[config.mk]
export PLATFORM = sky130hd
export DESIGN_NAME = xor_frame_check
export DESIGN_NICKNAME = d
export VERILOG_FILES = /design/src/rtl/xor_frame_check.sv
export SDC_FILE = /design/constraint.sdc
export NUM_CORES = 1
export LEC_CHECK = 0
export ABC_AREA = 1
export BUFFER_PORTS_ARGS = -buffer_cell sky130_fd_sc_hd__buf_2
export CAP_MARGIN = 10
export CORE_MARGIN = 4
export CORE_UTILIZATION = 54
export DETAILED_ROUTE_END_ITERATION = 8
export GPL_ROUTABILITY_DRIVEN = 0
export PLACE_DENSITY_LB_ADDON = 0.15
export SLEW_MARGIN = 20
export SYNTH_ARGS = -nofsm -noshare
export SYNTH_HDL_FRONTEND = slang
export SYNTH_SLANG_ARGS = --single-unit
[constraint.sdc]
create_clock -name clk -period 1.5 [get_ports clk]
set_clock_uncertainty 0.1 [all_clocks]
set_input_delay 0.075 -clock clk [delete_from_list [all_inputs] [get_ports clk]]
set_output_delay 0.075 -clock clk [all_outputs]
set_load 0.005 [all_outputs]
[src/rtl/xor_frame_check.sv]
// Frame checker for a 3-bit XOR stage: folds FRAME_LEN code words into one XOR result
// and counts beats whose parity flag disagrees with in_c[1]^in_c[0].
module xor_frame_check #(
  parameter int FRAME_LEN = 8,
  parameter int CNT_W     = 4
) (
  input  logic             clk,
  input  logic             rst,
  input  logic             in_valid,
  output logic             in_ready,
  input  logic [2:0]       in_c,
  input  logic             in_z,
  output logic             out_valid,
  input  logic             out_ready,
  output logic [2:0]       out_acc,
  output logic [CNT_W-1:0] out_err
);

  typedef enum logic [1:0] {
    IDLE,
    ACCUM,
    DONE
  } state_t;

  localparam logic [7:0] LAST_BEAT = 8'(FRAME_LEN);

  state_t           state, state_next;
  logic [2:0]       acc, acc_next;
  logic [CNT_W-1:0] err, err_next;
  logic [7:0]       cnt, cnt_next;
  logic [7:0]       cnt_inc;
  logic             take;
  logic             mismatch;
  logic [CNT_W-1:0] err_sat;

  assign mismatch = in_z ^ in_c[1] ^ in_c[0];
  assign cnt_inc  = cnt + 8'd1;

  // Saturating add: once the counter is full, further mismatches are dropped.
  assign err_sat = (err == '1) ? err : err + CNT_W'(mismatch);

  always_ff @(posedge clk or posedge rst) begin
    if (rst) begin
      state <= IDLE;
      acc   <= '0;
      err   <= '0;
      cnt   <= '0;
    end else begin
      state <= state_next;
      acc   <= acc_next;
      err   <= err_next;
      cnt   <= cnt_next;
    end
  end

  always_comb begin
    state_next = state;
    acc_next   = acc;
    err_next   = err;
    cnt_next   = cnt;
    in_ready   = (state != DONE);
    out_valid  = (state == DONE);
    take       = in_valid && (state != DONE);

    case (state)
      IDLE: begin
        if (take) begin
          acc_next   = in_c;
          err_next   = CNT_W'(mismatch);
          cnt_next   = 8'd1;
          state_next = (FRAME_LEN == 1) ? DONE : ACCUM;
        end
      end
      ACCUM: begin
        if (take) begin
          acc_next = acc ^ in_c;
          err_next = err_sat;
          cnt_next = cnt_inc;
          if (cnt_inc == LAST_BEAT) begin
            state_next = DONE;
          end
        end
      end
      DONE: begin
        // Handoff edge only clears; a beat offered here is not taken.
        if (out_ready) begin
          acc_next   = '0;
          err_next   = '0;
          cnt_next   = '0;
          state_next = IDLE;
        end
      end
      default: begin
        state_next = IDLE;
        acc_next   = '0;
        err_next   = '0;
        cnt_next   = '0;
      end
    endcase
  end

  assign out_acc = acc;
  assign out_err = err;

endmodule
Yosys cells after proc, flatten, opt, wreduce, memory -nomap -nowiden:

Index checks and enable logic that the tools add are counted.

* register bits: 17
* bits of input ports: 8
* output and inout port bits: 9

* add/sub/neg operators: 2
* equality and inequality tests: 10
* muxes and demuxes: 18
* bitwise logic cells: 3
* reductions and logical operators: 5

Operators by type and width (number)
* 8-bit 2-to-1 mux: 3
* 8-bit one-hot mux with 3 select lines: 1
* 4-bit 2-to-1 mux: 4
* 4-bit one-hot mux with 3 select lines: 1
* 2-bit inequality test, second input constant: 5
* 3-bit 2-to-1 mux: 3
* 3-bit one-hot mux with 3 select lines: 1
* 8-bit by 1-bit adder with 8-bit output, second input constant: 1
* 8-bit by 4-bit == test with 1-bit output, second input constant: 1
* 2-bit 2-to-1 mux: 4
* 4-bit AND reduction: 2
* 2-bit one-hot mux with 3 select lines: 1
* 4-bit by 1-bit adder with 4-bit output: 1
* 4-bit == test, second input constant: 1
* 3-bit AND reduction: 1
* 3-bit XOR: 1
* 2-bit by 1-bit == test with 1-bit output, second input constant: 1
* 2-bit == test, second input constant: 1
* 2-bit zero test: 1
* 2-bit by 1-bit inequality test with 1-bit output, second input constant: 1
* 1-bit XOR: 2
* 1-bit logical AND: 1

Logic depth before layout (Yosys ltp):

* depth after elaboration: 6
* mapped depth: 11

Worst setup path before layout:

No wires, ideal clock.

* path type: reg-to-reg
* start: register cnt[0]
* end: register state[0]
* arrival: 1196 ps
* data required time: 1284 ps
* setup slack: 88 ps
* stages on the path, launching flop included: 12
* clock period less this slack: 1412 ps
* path through: dfrtp_1 > ha_1 > inv_1 > nand2_1 > nand2_1 > nand2_1 > nor2_1 > nand3_1 > nor2_2 > nand2_1 > nand2_1 > nand2_1

* cells in the longest elaborated chain, start to end: 4

RTL lines
* start: declaration: RTL line 30 `logic [7:0] cnt, cnt_next;`
* start signal: assignment: RTL line 52 `cnt <= cnt_next;`
* 8-bit by 1-bit adder with 8-bit output: RTL line 37 `assign cnt_inc = cnt + 8'd1;`
* 8-bit by 4-bit == test with 1-bit output: RTL line 79 `if (cnt_inc == LAST_BEAT) begin`
* 2-bit inequality test (no line)
* 4-bit AND reduction (no line)
* end signal: assignment: RTL line 49 `state <= state_next;`
* end: declaration: RTL line 27 `state_t state, state_next;`

No other way between the ends.
A chain may end at the register's enable or synchronous reset.

Worst setup path after layout:

* start: register cnt[1]
* end: register state[0]

Same word-level chain as after synthesis.

==> results.md <==
- Commonest non-fill, non-tap cell in the layout: nand2_1
- CTS buffer count: 3
- Most frequent cells in the layout: nand2_1, dfrtp_1, buf_2, inv_1, nand3_1
- Worst hold slack: 0.0133 ns
- Synth area leaders: dfrtp_1, nand2_1, nand3_1
- Cell count after synthesis: 126
- I/O pin total: 17
- Post-DP HPWL: 1.54 mm
- Syn avg cell area: 8.09 µm²
- Required time of the critical path: 1.60 ns
- Largest net degree at the start of global routing: 18
- Post-route cell area: 0.00128 mm²
- Initial antenna violation count: 0
- Clock sinks: 17
- Top cell type's share of synthesized area: 0.417
- CP endpoint kind: flip-flop
- Proportion of synthesized area in mux cells: 0
- First-pass GRT wire length: 3.65 mm
- Placed Instance Area: 0.00116 mm²
- CP top delay family: simple AND/OR/NAND/NOR gates
- Cell Count, Final, Fillers Out: 180
- Cell Rows: 15
- Starting Density: 0.578
- Slew Viols, Final: 0
- Via count: 948
- Setup TNS Final: -0.0206 ns
- Number of synthesized register bits: 17
- R2R cell count: 11
- Post-DR wirelength/cell: 12.2 µm
- Largest family of logic cells by synthesized area: simple AND/OR/NAND/NOR gates
- Synth Net Count: 138
- RSZ-0062 raised after global routing: true
- Total wire length: 2.19 mm
- CTS tree: yes
- Clock Tree Root: clkbuf_4
- Failing checks: setup timing
- Post-Place Cells: 171
- Synth Warn #: 0
- Part of the Yosys area used for sequential elements: 0.417
- # setup viols final: 1
- Iteration-0 DRC Markers: 16
- Critical R2R Launch: cnt[1]
- Hold Path Sink: out_acc[0]
- Final Hold Viols: 0
- Min-delay src: in_c[0]
- Pwr Total: 1.81 mW
- Layout area overhead: 26.0%
- Hold Path Stages: 4
- Slew margin rel.: 0.844
- CP max FO: 4
- Synth Area in Simple Gates: 0.265
- ANT nets after route: 0
- Status: complete, but fails checks
- Gr ovfl total: 0
- Chip width: 51.5 µm
- R2r setup slk: -0.02 ns
- PwrDens: 1410 mW/mm²
- Compound-Gate Fraction of Synth Area: 0.146
- Bufs and invs on worst path: 1
- Input/output buffers: 16
- Count of unique library cells instantiated by Yosys: 25
- Clock Tree Buf Depth: 2
- Net count, final: 168
- Die area: 0.00265 mm²
- CP Class: reg2reg
- Clock latency on the worst-skew pair: 0.30 ns
- Slew @ Worst Pin: 0.234 ns
- Min-Delay Path Class: in2reg
- Crit path arrival time: 1.62 ns
- Pleak: 0.621 nW
- Worst setup SP type: flip-flop
- Core Region: 0.00176 mm²
- Setup slack at placement: -0.0329 ns
- Post-Synthesis Cell Area: 0.00102 mm²
- Final setup margin: -0.0206 ns
- Reg clk slew, reported paths: 0.10 ns
- Largest area contributor in the netlist: dfrtp_1
- Max capacitance violation total: 0
- Period Utilization, post-route: 1.01
- Chip height: 51.5 µm
- Vias per std cell: 5.27
- Slowest CP cell: dfrtp_1
- Max frequency: 658 MHz
- Worst reg2reg endpoint: state[0]
- Vias in the first global route: 850
- H-Tree Level Count: 1
- Ant diodes: 0
- Core Util, Final: 0.728
- GRT Total Usage: 0.185
- Maximum VDD drop: 1.03 mV
- Synth Area in Adders: 0.0491
- DRC: 0
- Post-Synth XOR/XNOR Area: 0.0429
- Share of layout cells above drive strength 1: 0.329
- Crit path time final: 1.52 ns
- CP cell instances: ha_4 > inv_2 > nand2_2 > nand2_2 > nand2_2 > nor2_2 > nand3_2 > nor2_4 > nand2_1 > nand2_1 > nand2_1
- Max incr delay on CP: 0.42 ns
- DRT Pass-1 Iters: 4
[Yosys cell counts, drive strengths merged]
cell type,count
nand2,37
or2,1
nand3,13
o22ai,4
o31ai,5
a21oi,5
xnor2,2
ha,4
o21ai,7
inv,18
nand4,2
nor2,6
o211ai,1
buf,1
xor2,3
dfrtp,17
[registers in the layout (all words and copies together) (netlist names)]
| signal | cells |
|---|---|
| out_err | 4 |
| out_acc | 3 |
| state | 2 |
| cnt | 8 |
[routing by layer]
metal | track usage | vias up | part of all wire
li1 | - | 478 | -
met1 | 0.250 | 432 | 0.47
met2 | 0.282 | 35 | 0.48
met3 | 0.0350 | 3 | 0.043
met4 | 0.0917 | 0 | 0.013
met5 | 0 | - | 0
[worst max path at each step]
stage / start / to / slack, ns / cells past startpoint
final: cnt[1] / state[0] / -0.02 / 11
after global routing: cnt[1] / state[0] / -0.09 / 10
after CTS: cnt[0] / state[0] / 0.02 / 11
after detailed placement: in_z / out_err[2] / -0.03 / 8
after global placement: cnt[0] / state[0] / 0.03 / 11
after floorplan: cnt[0] / state[0] / 0.09 / 11
[area by class of cell]
cell class	instances	area [µm²]
flip-flops and latches	17	425
well taps	25	31.3
repair buffers	26	169
fillers	145	479
inverters	18	70.1
multi-input cells	90	563
clock buffers	4	26.3
[power by group]
part           switching (mW)  total [mW]  internal, mW
Clock                   0.152       0.256         0.104
Combinational           0.425       0.787         0.363
Sequential              0.167       0.764         0.597
Total                   0.744        1.81          1.06
[tightest hold or removal path: cells and delay by family]
kind                   cells  cell delay [ns]
buffers and inverters      1             0.11
AOI/OAI and AO/OA          1             0.07
and+or+nand+nor            2             0.13
[cell families after synthesis]
family	Yosys count
AND/OR/NAND/NOR	59
AO/OA/AOI/OAI	22
buffers and inverters	19
flip-flops	17
XOR/XNOR	5
adder cells (fa/ha/maj)	4
[timing repair]
action / 4_1_cts / 5_1_grt
setup endpoints to repair: 0 / 2
hold endpoints to repair: 22 / 0
setup buffers: 0 / 1
gates resized for setup: 0 / 17
hold buffers: 4 / 0
Power figures use the tool's default switching activity.
